`src/rtl/taylor_pkg.sv`:
```
// Shared definitions for the Taylor-series e^x datapath: checker state
// encoding, strobe-vector bit positions and the 1/n coefficient ROM builder.
package taylor_pkg;

  typedef enum logic [2:0] {
    ST_IDLE,
    ST_LOADED,
    ST_WAIT_M,
    ST_WAIT_R,
    ST_WAIT_A,
    ST_FIN
  } chk_state_e;

  // Bit positions of the load strobes inside the packed strobe vector.
  localparam int STB_I    = 0;
  localparam int STB_INIT = 1;
  localparam int STB_M    = 2;
  localparam int STB_RES  = 3;
  localparam int STB_A    = 4;
  localparam int N_STB    = 5;

  // ROM geometry: one 32-bit slot per possible value of the 5-bit counter.
  localparam int COEF_DEPTH = 32;
  localparam int COEF_W     = 32;

  function automatic logic [COEF_W-1:0] one_val(input int frac);
    return COEF_W'(64'd1 << frac);
  endfunction

  // Entry i holds floor(ONE / i) for 1 <= i < n_terms; all other slots are 0.
  function automatic logic [COEF_DEPTH*COEF_W-1:0] build_coef_rom(input int frac,
                                                                  input int n_terms);
    logic [COEF_DEPTH*COEF_W-1:0] rom;
    rom = '0;
    for (int i = 1; i < n_terms && i < COEF_DEPTH; i++) begin
      rom[i*COEF_W +: COEF_W] = COEF_W'((64'd1 << frac) / 64'(i));
    end
    return rom;
  endfunction

endpackage

```
`src/rtl/taylor_datapath_if.sv`:
```
// Load-strobe control interface between the sequencing controller (master)
// and the Taylor datapath (slave).
//
// Handshake: the controller raises at most one strobe per cycle, each for a
// single cycle; the datapath acts on it at that cycle's rising edge and the
// effect is visible on result the following cycle. Done is combinational so
// the controller sees it during the final ldA cycle, then stays high until
// the next ldI/ldInit. err is sticky until an accepted ldI.
interface taylor_datapath_if #(parameter int WIDTH = 16);
  import taylor_pkg::*;

  logic [WIDTH-1:0] x_in;
  logic             ldI;
  logic             ldInit;
  logic             ldM;
  logic             ldRes;
  logic             ldA;
  logic             Done;
  logic [WIDTH-1:0] result;
  logic             err;
  chk_state_e       dbg_state;

  modport master (
    output x_in, ldI, ldInit, ldM, ldRes, ldA,
    input  Done, result, err, dbg_state
  );

  modport slave (
    input  x_in, ldI, ldInit, ldM, ldRes, ldA,
    output Done, result, err, dbg_state
  );

endinterface

```
`src/rtl/strobe_checker.sv`:
```
// Protocol checker for the load strobes: tracks where the controller is in
// the evaluation sequence, accepts only the one strobe legal in that state,
// and raises a sticky err on anything else.
module strobe_checker
  import taylor_pkg::*;
(
  input  logic             clk,
  input  logic             rst,
  input  logic [N_STB-1:0] stb,
  input  logic             n_last,
  output logic             accept,
  output logic             err,
  output chk_state_e       state
);

  chk_state_e state_q, state_d;
  logic       err_q, err_d;
  logic       legal;

  // Judge the current strobe vector and compute next checker state / err.
  always_comb begin
    legal   = 1'b0;
    accept  = 1'b0;
    state_d = state_q;
    err_d   = err_q;
    case (state_q)
      ST_LOADED: legal = stb[STB_INIT];
      ST_WAIT_M: legal = stb[STB_M];
      ST_WAIT_R: legal = stb[STB_RES];
      ST_WAIT_A: legal = stb[STB_A];
      default:   legal = 1'b0;
    endcase
    // ldI restarts an evaluation from any state.
    accept = $onehot(stb) && (legal || stb[STB_I]);
    if (accept) begin
      if (stb[STB_I]) begin
        state_d = ST_LOADED;
        err_d   = 1'b0;
      end else begin
        case (state_q)
          ST_LOADED: state_d = ST_WAIT_M;
          ST_WAIT_M: state_d = ST_WAIT_R;
          ST_WAIT_R: state_d = ST_WAIT_A;
          ST_WAIT_A: state_d = n_last ? ST_FIN : ST_WAIT_M;
          default:   state_d = state_q;
        endcase
      end
    end else if (|stb) begin
      err_d = 1'b1;
    end
  end

  // Checker state and sticky error register.
  always_ff @(posedge clk or negedge rst) begin
    if (!rst) begin
      state_q <= ST_IDLE;
      err_q   <= 1'b0;
    end else begin
      state_q <= state_d;
      err_q   <= err_d;
    end
  end

  assign err   = err_q;
  assign state = state_q;

endmodule

```
`src/rtl/taylor_datapath.sv`:
```
// Taylor-series e^x datapath in unsigned fixed point, driven by one-hot load
// strobes from the sequencing controller. Each term is produced by an
// ldM (term*x), ldRes (times 1/n) and ldA (accumulate, advance n) triple.
// Optional feature macro: TAYLOR_PROTO_CHECK_EN adds the strobe_checker,
// which rejects out-of-order or simultaneous strobes and flags err; without
// it every strobe is applied unconditionally and err is 0.
module taylor_datapath
  import taylor_pkg::*;
#(
  parameter int WIDTH   = 16,
  parameter int FRAC    = 14,
  parameter int N_TERMS = 8
) (
  input  logic               clk,
  input  logic               rst,
  taylor_datapath_if.slave   bus
);

  localparam logic [WIDTH-1:0] ONE = WIDTH'(one_val(FRAC));
  localparam logic [COEF_DEPTH*COEF_W-1:0] COEF_ROM = build_coef_rom(FRAC, N_TERMS);
  localparam logic [4:0] N_LAST = 5'(N_TERMS - 1);
  localparam logic [4:0] N_MAX  = 5'(N_TERMS);

  logic [WIDTH-1:0] x_q, x_d, term_q, term_d, prod_q, prod_d, sum_q, sum_d;
  logic [4:0]       n_q, n_d;
  logic             done_q, done_d;

  logic [N_STB-1:0]   stb, stb_eff;
  logic               n_last;
  logic [WIDTH-1:0]   coef, prod_nx, term_nx, sum_nx;
  logic [2*WIDTH-1:0] mul_tx, mul_pc, shr_tx, shr_pc;
  logic [WIDTH:0]     sum_ext;

  assign stb[STB_I]    = bus.ldI;
  assign stb[STB_INIT] = bus.ldInit;
  assign stb[STB_M]    = bus.ldM;
  assign stb[STB_RES]  = bus.ldRes;
  assign stb[STB_A]    = bus.ldA;
  assign n_last        = (n_q == N_LAST);

`ifdef TAYLOR_PROTO_CHECK_EN
  logic       chk_accept;
  logic       chk_err;
  chk_state_e chk_state;

  strobe_checker u_strobe_checker (
    .clk    (clk),
    .rst    (rst),
    .stb    (stb),
    .n_last (n_last),
    .accept (chk_accept),
    .err    (chk_err),
    .state  (chk_state)
  );

  assign stb_eff       = chk_accept ? stb : '0;
  assign bus.err       = chk_err;
  assign bus.dbg_state = chk_state;
`else
  assign stb_eff       = stb;
  assign bus.err       = 1'b0;
  assign bus.dbg_state = ST_IDLE;
`endif

  // Arithmetic for each step: products are shifted back to FRAC bits and
  // clamp to all-ones if anything remains above WIDTH bits.
  always_comb begin
    coef    = COEF_ROM[{n_q, 5'b00000} +: WIDTH];
    mul_tx  = {{WIDTH{1'b0}}, term_q} * {{WIDTH{1'b0}}, x_q};
    mul_pc  = {{WIDTH{1'b0}}, prod_q} * {{WIDTH{1'b0}}, coef};
    shr_tx  = mul_tx >> FRAC;
    shr_pc  = mul_pc >> FRAC;
    prod_nx = (|shr_tx[2*WIDTH-1:WIDTH]) ? '1 : shr_tx[WIDTH-1:0];
    term_nx = (|shr_pc[2*WIDTH-1:WIDTH]) ? '1 : shr_pc[WIDTH-1:0];
    sum_ext = {1'b0, sum_q} + {1'b0, term_q};
    sum_nx  = sum_ext[WIDTH] ? '1 : sum_ext[WIDTH-1:0];
  end

  // Register updates selected by the accepted strobes.
  always_comb begin
    x_d    = x_q;
    term_d = term_q;
    prod_d = prod_q;
    sum_d  = sum_q;
    n_d    = n_q;
    done_d = done_q;
    if (stb_eff[STB_I]) begin
      x_d    = bus.x_in;
      done_d = 1'b0;
    end
    if (stb_eff[STB_INIT]) begin
      term_d = ONE;
      sum_d  = ONE;
      n_d    = 5'd1;
      done_d = 1'b0;
    end
    if (stb_eff[STB_M]) prod_d = prod_nx;
    if (stb_eff[STB_RES]) term_d = term_nx;
    if (stb_eff[STB_A]) begin
      sum_d = sum_nx;
      // n stops at N_TERMS even if ldA keeps arriving after the last term.
      if (n_q < N_MAX) n_d = n_q + 5'd1;
      if (n_last) done_d = 1'b1;
    end
  end

  // Datapath registers.
  always_ff @(posedge clk or negedge rst) begin
    if (!rst) begin
      x_q    <= '0;
      term_q <= '0;
      prod_q <= '0;
      sum_q  <= '0;
      n_q    <= '0;
      done_q <= 1'b0;
    end else begin
      x_q    <= x_d;
      term_q <= term_d;
      prod_q <= prod_d;
      sum_q  <= sum_d;
      n_q    <= n_d;
      done_q <= done_d;
    end
  end

  assign bus.Done   = done_q | (stb_eff[STB_A] & n_last);
  assign bus.result = sum_q;

endmodule

```
`src/flat_wrapper.sv`:
```
// flat-port wrapper written by rule: the top's interface ports become plain ports
module taylor_datapath_flat import taylor_pkg::*;
#(
  parameter int WIDTH   = 16,
  parameter int FRAC    = 14,
  parameter int N_TERMS = 8
)
  (clk, rst, bus_x_in, bus_ldI, bus_ldInit, bus_ldM, bus_ldRes, bus_ldA, bus_Done, bus_result, bus_err, bus_dbg_state);
  taylor_datapath_if #(.WIDTH(WIDTH)) bus_i ();
  input  logic clk;
  input  logic rst;
  input wire logic [$bits(bus_i.x_in)-1:0] bus_x_in;
  input wire logic [$bits(bus_i.ldI)-1:0] bus_ldI;
  input wire logic [$bits(bus_i.ldInit)-1:0] bus_ldInit;
  input wire logic [$bits(bus_i.ldM)-1:0] bus_ldM;
  input wire logic [$bits(bus_i.ldRes)-1:0] bus_ldRes;
  input wire logic [$bits(bus_i.ldA)-1:0] bus_ldA;
  output wire logic [$bits(bus_i.Done)-1:0] bus_Done;
  output wire logic [$bits(bus_i.result)-1:0] bus_result;
  output wire logic [$bits(bus_i.err)-1:0] bus_err;
  output wire logic [$bits(bus_i.dbg_state)-1:0] bus_dbg_state;
  assign bus_i.x_in = bus_x_in;
  assign bus_i.ldI = bus_ldI;
  assign bus_i.ldInit = bus_ldInit;
  assign bus_i.ldM = bus_ldM;
  assign bus_i.ldRes = bus_ldRes;
  assign bus_i.ldA = bus_ldA;
  assign bus_Done = bus_i.Done;
  assign bus_result = bus_i.result;
  assign bus_err = bus_i.err;
  assign bus_dbg_state = bus_i.dbg_state;
  taylor_datapath #(.WIDTH(WIDTH), .FRAC(FRAC), .N_TERMS(N_TERMS)) u_core (.clk(clk), .rst(rst), .bus(bus_i));
endmodule
```
`config.mk`:
```
export PLATFORM = sky130hd
export DESIGN_NAME = taylor_datapath_flat
export DESIGN_NICKNAME = d
export VERILOG_FILES = /design/src/rtl/taylor_pkg.sv /design/src/rtl/taylor_datapath_if.sv /design/src/rtl/strobe_checker.sv /design/src/rtl/taylor_datapath.sv /design/src/flat_wrapper.sv
export SDC_FILE = /design/constraint.sdc
export NUM_CORES = 1
export LEC_CHECK = 0
export CAP_MARGIN = 40
export CELL_PAD_IN_SITES_DETAIL_PLACEMENT = 1
export CELL_PAD_IN_SITES_GLOBAL_PLACEMENT = 2
export CORE_MARGIN = 2
export CORE_UTILIZATION = 32
export CTS_BUF_LIST = sky130_fd_sc_hd__clkbuf_4
export DETAILED_ROUTE_END_ITERATION = 10
export GPL_ROUTABILITY_DRIVEN = 0
export GPL_TIMING_DRIVEN = 0
export PLACE_DENSITY_LB_ADDON = 0.1
export SYNTH_ARGS = -nofsm -noshare
export SYNTH_HDL_FRONTEND = slang
export SYNTH_HIERARCHICAL = 1
export SYNTH_SLANG_ARGS = --single-unit
export TNS_END_PERCENT = 10
```
`constraint.sdc`:
```
create_clock -name clk -period 9.08 [get_ports clk]
set_input_delay 1.816 -clock clk [delete_from_list [all_inputs] [get_ports clk]]
set_output_delay 1.816 -clock clk [all_outputs]
set_load 0.02 [all_outputs]
```
# --- Word-level counts from Yosys, hierarchy flattened ---
# Cells that the tools add are included.
word_totals:
  register_bits: 70
op_classes:
  eq_ne: 1
  bitwise: 2
  n_shift: 1
  multipliers: 2
  n_addsub: 2
  magnitude_cmp: 1
  reduce_logical: 4
  muxes: 13
op_table:
  columns: ["op", "count"]
  rows:
  - ["1024-bit by 11-bit variable part select with 16-bit output (first input constant)", 1]
  - ["16-bit two-way mux", 6]
  - ["16-bit by 16-bit multiplier with 32-bit output", 2]
  - ["16-bit by 16-bit adder with 17-bit output", 1]
  - ["5-bit two-way mux", 3]
  - ["5-bit by 1-bit adder with 5-bit output (second input constant)", 1]
  - ["5-bit by 3-bit equality test with 1-bit output (second input constant)", 1]
  - ["5-bit by 4-bit less-than comparator with 1-bit output (second input constant)", 1]
  - ["1-bit two-way mux", 4]
  - ["2-bit nonzero test", 2]
  - ["2-bit OR reduction", 2]
  - ["1-bit AND", 1]
  - ["1-bit bitwise OR", 1]

# --- Longest topological paths before layout ---
depth:
  depth_word: 5
  depth_mapped: 30

# --- Worst setup path after synthesis ---
# OpenSTA, ideal clock, no wires.
synth_timing:
  kind: "register -> register"
  from: "reg u_core.n_q[0]"
  to: "reg u_core.term_q[10]"
  t_required_ns: 8.949
  arrival_time_ns: 6.863
  path_stages_with_launch: 27
  synth_period_minus_slack_ns: 6.995
  path_buffers: 3
  slack_ns: 2.085
  path_cell_list: "dfrtp_1 inv_1 ha_1 and3_2 clkbuf_1 clkbuf_1 nand2_1 fa_1 fa_1 inv_1 fa_1 fa_1 fa_1 inv_1 fa_1 inv_1 ha_1 clkbuf_1 a21oi_1 o21ai_0 a2111oi_0 o21ai_0 or2_2 a21o_4 a21oi_2 nor3_1 or3_1"
synth_between:
  elab_chain_cells: 5
synth_lines:
  columns: ["element", "line_no", "source"]
  rows:
  - ["start, declared", "taylor_datapath.sv:25", "logic [4:0] n_q, n_d;"]
  - ["start signal, assigned", "taylor_datapath.sv:121", "n_q <= n_d;"]
  - ["1024-bit by 11-bit variable part select with 16-bit output (*)", "taylor_datapath.sv:68", "coef = COEF_ROM[{n_q, 5'b00000} +: WIDTH];"]
  - ["16-bit by 16-bit multiplier with 32-bit output (*)", "taylor_datapath.sv:70", "mul_pc = {{WIDTH{1'b0}}, prod_q} * {{WIDTH{1'b0}}, coef};"]
  - ["2-bit OR reduction", "taylor_datapath.sv:74", "term_nx = (|shr_pc[2*WIDTH-1:WIDTH]) ? '1 : shr_pc[WIDTH-1:0];"]
  - ["16-bit two-way mux (*)", "taylor_datapath.sv:74", null]
  - ["16-bit two-way mux (*)", "taylor_datapath.sv:98", "if (stb_eff[STB_RES]) term_d = term_nx;"]
  - ["end signal, assigned", "taylor_datapath.sv:118", "term_q <= term_d;"]
  - ["end, declared", "taylor_datapath.sv:24", "logic [WIDTH-1:0] x_q, x_d, term_q, term_d, prod_q, prod_d, sum_q, sum_d;"]
# Mark *: on every way between the ends. The rest lies on a longest branch, timed or not.
# A chain may end at the register's enable or synchronous reset.

# --- Final worst setup path ---
layout_timing:
  from: "reg u_core.term_q[15]"
  to: "reg u_core.prod_q[0]"
layout_between:
  elab_chain_cells: 3
layout_lines:
  columns: ["element", "line_no", "source"]
  rows:
  - ["16-bit by 16-bit multiplier with 32-bit output", "taylor_datapath.sv:69", "mul_tx = {{WIDTH{1'b0}}, term_q} * {{WIDTH{1'b0}}, x_q};"]
  - ["2-bit OR reduction", "taylor_datapath.sv:73", "prod_nx = (|shr_tx[2*WIDTH-1:WIDTH]) ? '1 : shr_tx[WIDTH-1:0];"]
  - ["16-bit two-way mux", "taylor_datapath.sv:73", null]
  - ["end signal, assigned", "taylor_datapath.sv:119", "prod_q <= prod_d;"]
  - ["end, declared", "taylor_datapath.sv:24", null]
# Every way passes these cells.

==> qor.txt <==
=====================================================================================
Outcome ................................................................    completed
Layout Skew ............................................................    0.0344 ns
Buffers & Inverters on Critical Path ...................................            5
Number of CTS-inserted buffers .........................................            9
Clock-pin slew of the registers on the worst-case setup and hold paths .      0.15 ns
Die outline area .......................................................    63300 µm²
Number of clock sinks seen by CTS ......................................           70
Worst-Skew Late Latency ................................................      0.56 ns
Main synth FF type .....................................................      dfrtp_1
EDFF count, synth ......................................................            0
Number of buffers inserted for hold repair after clock tree synthesis ..            0
Worst setup EP type ....................................................     register
Clock root buffer ......................................................     clkbuf_4
Fin nets ...............................................................         2871
Final Hold Viols .......................................................            0
Number of top-level pins ...............................................           44
Grt total ovfl .........................................................            0
Largest fanout on the critical path ....................................           10
WL final ...............................................................      64.9 mm
Maximum number of pins on one net before global-route repair ...........           47
Detailed-route via count ...............................................        14611
Core Util, Final .......................................................        35.0%
Smallest hold slack ....................................................     0.559 ns
Maximum clock path buffer count ........................................            2
Worst hold path class .................................................. register to register
Most repeated library cell on the critical path ........................         fa_1
Number of distinct library cells after synthesis .......................           75
Aggregate global-route resource usage ..................................        21.4%
Adder-cell share of the synthesized area ...............................        53.3%
Fmax ...................................................................      118 MHz
Multiplexer area fraction after synthesis ..............................        1.12%
Required @ worst endpoint ..............................................      9.58 ns
Placed inst area .......................................................    21100 µm²
Cell family with the largest share of critical-path delay ..............  adder cells
Routed wirelength normalized by instance count .........................      21.4 µm
Combinational family with the most area after synthesis ................  adder cells
Share of layout cells above drive strength 1 ...........................        3.30%
Total setup violations reported at the end of the flow .................            0
Maxcap violations ......................................................            0
Yosys reg bits .........................................................           70
Pins over their slew limit .............................................            0
Unrepaired setup endpoints after global routing ........................        false
Wire length of the first global-routing pass ...........................       102 mm
Part of the cycle the worst path needs .................................        93.6%
Synth area leader ......................................................         fa_1
Post-cts repair resize count ...........................................            0
DRC violations left ....................................................            0
Type of the setup path with the least slack ............................ register to register
Complex-gate fraction of the synthesized area ..........................        8.59%
Post-synthesis to final-layout area growth .............................        8.03%
Post-synthesis average cell area .......................................     9.01 µm²
Fraction of the mapped netlist area in simple logic gates ..............        14.5%
Detailed-routing iteration count for the pre-antenna-repair pass .......            4
Slew of the pin with the lowest slew margin ............................     0.833 ns
Core Footprint .........................................................    60500 µm²
Fraction of the yosys area taken by sequential cells ...................        8.93%
Cell area after layout .................................................    21200 µm²
Placed wire-length estimate ............................................      56.7 mm
Port Buffers ...........................................................           37
Netlist area before placement ..........................................    19600 µm²
Synth warnings .........................................................            6
Number of antenna-violating nets in the routed design ..................            0
Starting density of the core ...........................................        32.4%
Fraction of synthesis flops using an asynchronous set or reset pin .....         100%
Xor and xnor area share after synthesis ................................        1.83%
Cell with the most instances after synthesis ...........................        inv_1
Arrival time worst endpoint ............................................      8.99 ns
Drt initial violations .................................................          565
Sum of negative setup slack ............................................         0 ns
Row count ..............................................................           90
Share of the synthesized area in the top cell type .....................        38.2%
Startpoint kind of the worst setup timing path .........................     register
Cells taking the most area after synthesis ............................. fa_1 (38%), ha_1 (15%), inv_1 (9.8%)
H-tree levels ..........................................................            3
Cell chain of the critical path ........................................ clkbuf_1 -> nand2_1 -> fa_1 -> inv_1 -> fa_1 -> inv_1 -> fa_1 -> fa_1 -> fa_1 -> inv_1 -> fa_1 -> ha_1 -> a21oi_1 -> o21ai_0 -> a2111oi_0 -> nand2_1 -> o211ai_1 -> a21oi_1 -> o21ai_1 -> clkbuf_1 -> o22a_1
Die height .............................................................       252 µm
Initial antenna violation count ........................................            1
Vias per cell ..........................................................         4.83
Slowest cell on the critical path ......................................      dfrtp_1
Die width ..............................................................       252 µm
TritonCTS clock tree ...................................................          yes
Final critical delay including setup and external delays ...............      8.50 ns
Maximum single-stage delay on the critical path ........................      0.79 ns
Max-slew headroom ......................................................        44.5%
Vias in the first global route .........................................        16630
Total setup buffers inserted after CTS .................................            0
Top cells by instance count after synthesis ............................ inv_1 (510), fa_1 (374), nand2_1 (286)
Post-synthesis instance total ..........................................         2177
=====================================================================================
stage by stage:
step	worst slack, ns	std cells
final	0.582	3026
after detailed placement	0.422	3009
after global routing	0.105	3026
after CTS	0.378	3025
after floorplan	2.09	2180
after global placement	0.418	2999
worst register-to-register path, cell delays in order (launching register included):
cell and delay [ns]:
dfrtp_1 0.79, clkbuf_1 0.68, nand2_1 0.22, fa_1 0.62, inv_1 0.07, fa_1 0.53, inv_1 0.05, fa_1 0.50
fa_1 0.55, fa_1 0.55, inv_1 0.07, fa_1 0.45, ha_1 0.36, a21oi_1 0.19, o21ai_0 0.27, a2111oi_0 0.72
nand2_1 0.13, o211ai_1 0.23, a21oi_1 0.11, o21ai_1 0.55, clkbuf_1 0.50, o22a_1 0.28
routing by layer:
metal	track usage (%)	vias to the layer above	part of all wire, %
li1	-	6784	-
met3	1.52	41	1.3
met2	37.3	96	49
met5	0	-	0
met4	3.93	0	1.4
met1	29.5	7690	48
logic make-up after synthesis:
group                    Yosys count
AO/OA/AOI/OAI                    247
XOR/XNOR                          41
flip-flops                        70
adder cells (fa/ha/maj)          610
multiplexers                      20
AND/OR/NAND/NOR                  581
other                              1
buffers and inverters            607
path summary, 6_finish.rpt:
path | startpoint | end | slack [ns] | cells after the start
min in group asynchronous | rst | u_core/x_q[1] | 1.18 | 1
max in group asynchronous | rst | u_core/prod_q[15] | 7.25 | 2
hold / removal | u_core/done_q | u_core/done_q | 0.56 | 2
setup / recovery | u_core/term_q[15] | u_core/prod_q[0] | 0.58 | 21
setup reg to reg | u_core/term_q[15] | u_core/prod_q[0] | 0.58 | 21
hold reg to reg | u_core/done_q | u_core/done_q | 0.56 | 2
registers in the layout, indices dropped and copies added, names as in the netlist:
register	count
u_core/x_q	16
u_core/bus.result	16
u_core/n_q	5
u_core/prod_q	16
u_core/term_q	16
u_core/done_q	1
cell usage in the layout, fill, tap and decap left out, types with 19 or more instances in the layout:
cell and n:
clkdlybuf4s50_1 36, fa_1 374, o21ai_0 37, a21o_1 19, dfrtp_1 70, nand2_1 286, xnor2_1 26, ha_1 236
and2_1 183, clkbuf_1 90, nor2_1 30, inv_1 510, a21oi_1 87
final cells by class:
type                       count  area [µm²]
multi-input combinational   1503       15600
inverter                     510        1910
tap                          782         978
fill                        7061       39300
sequential                    70        1750
clock inverter                 6        38.8
antenna                        1        2.50
clock buffer                  10        75.1
timing repair buffer          47         469
buffer                        97         387
Power is left out: the tool's default activity adds up to more than one toggle a clock period on the data nets, which glitch-free logic cannot reach.
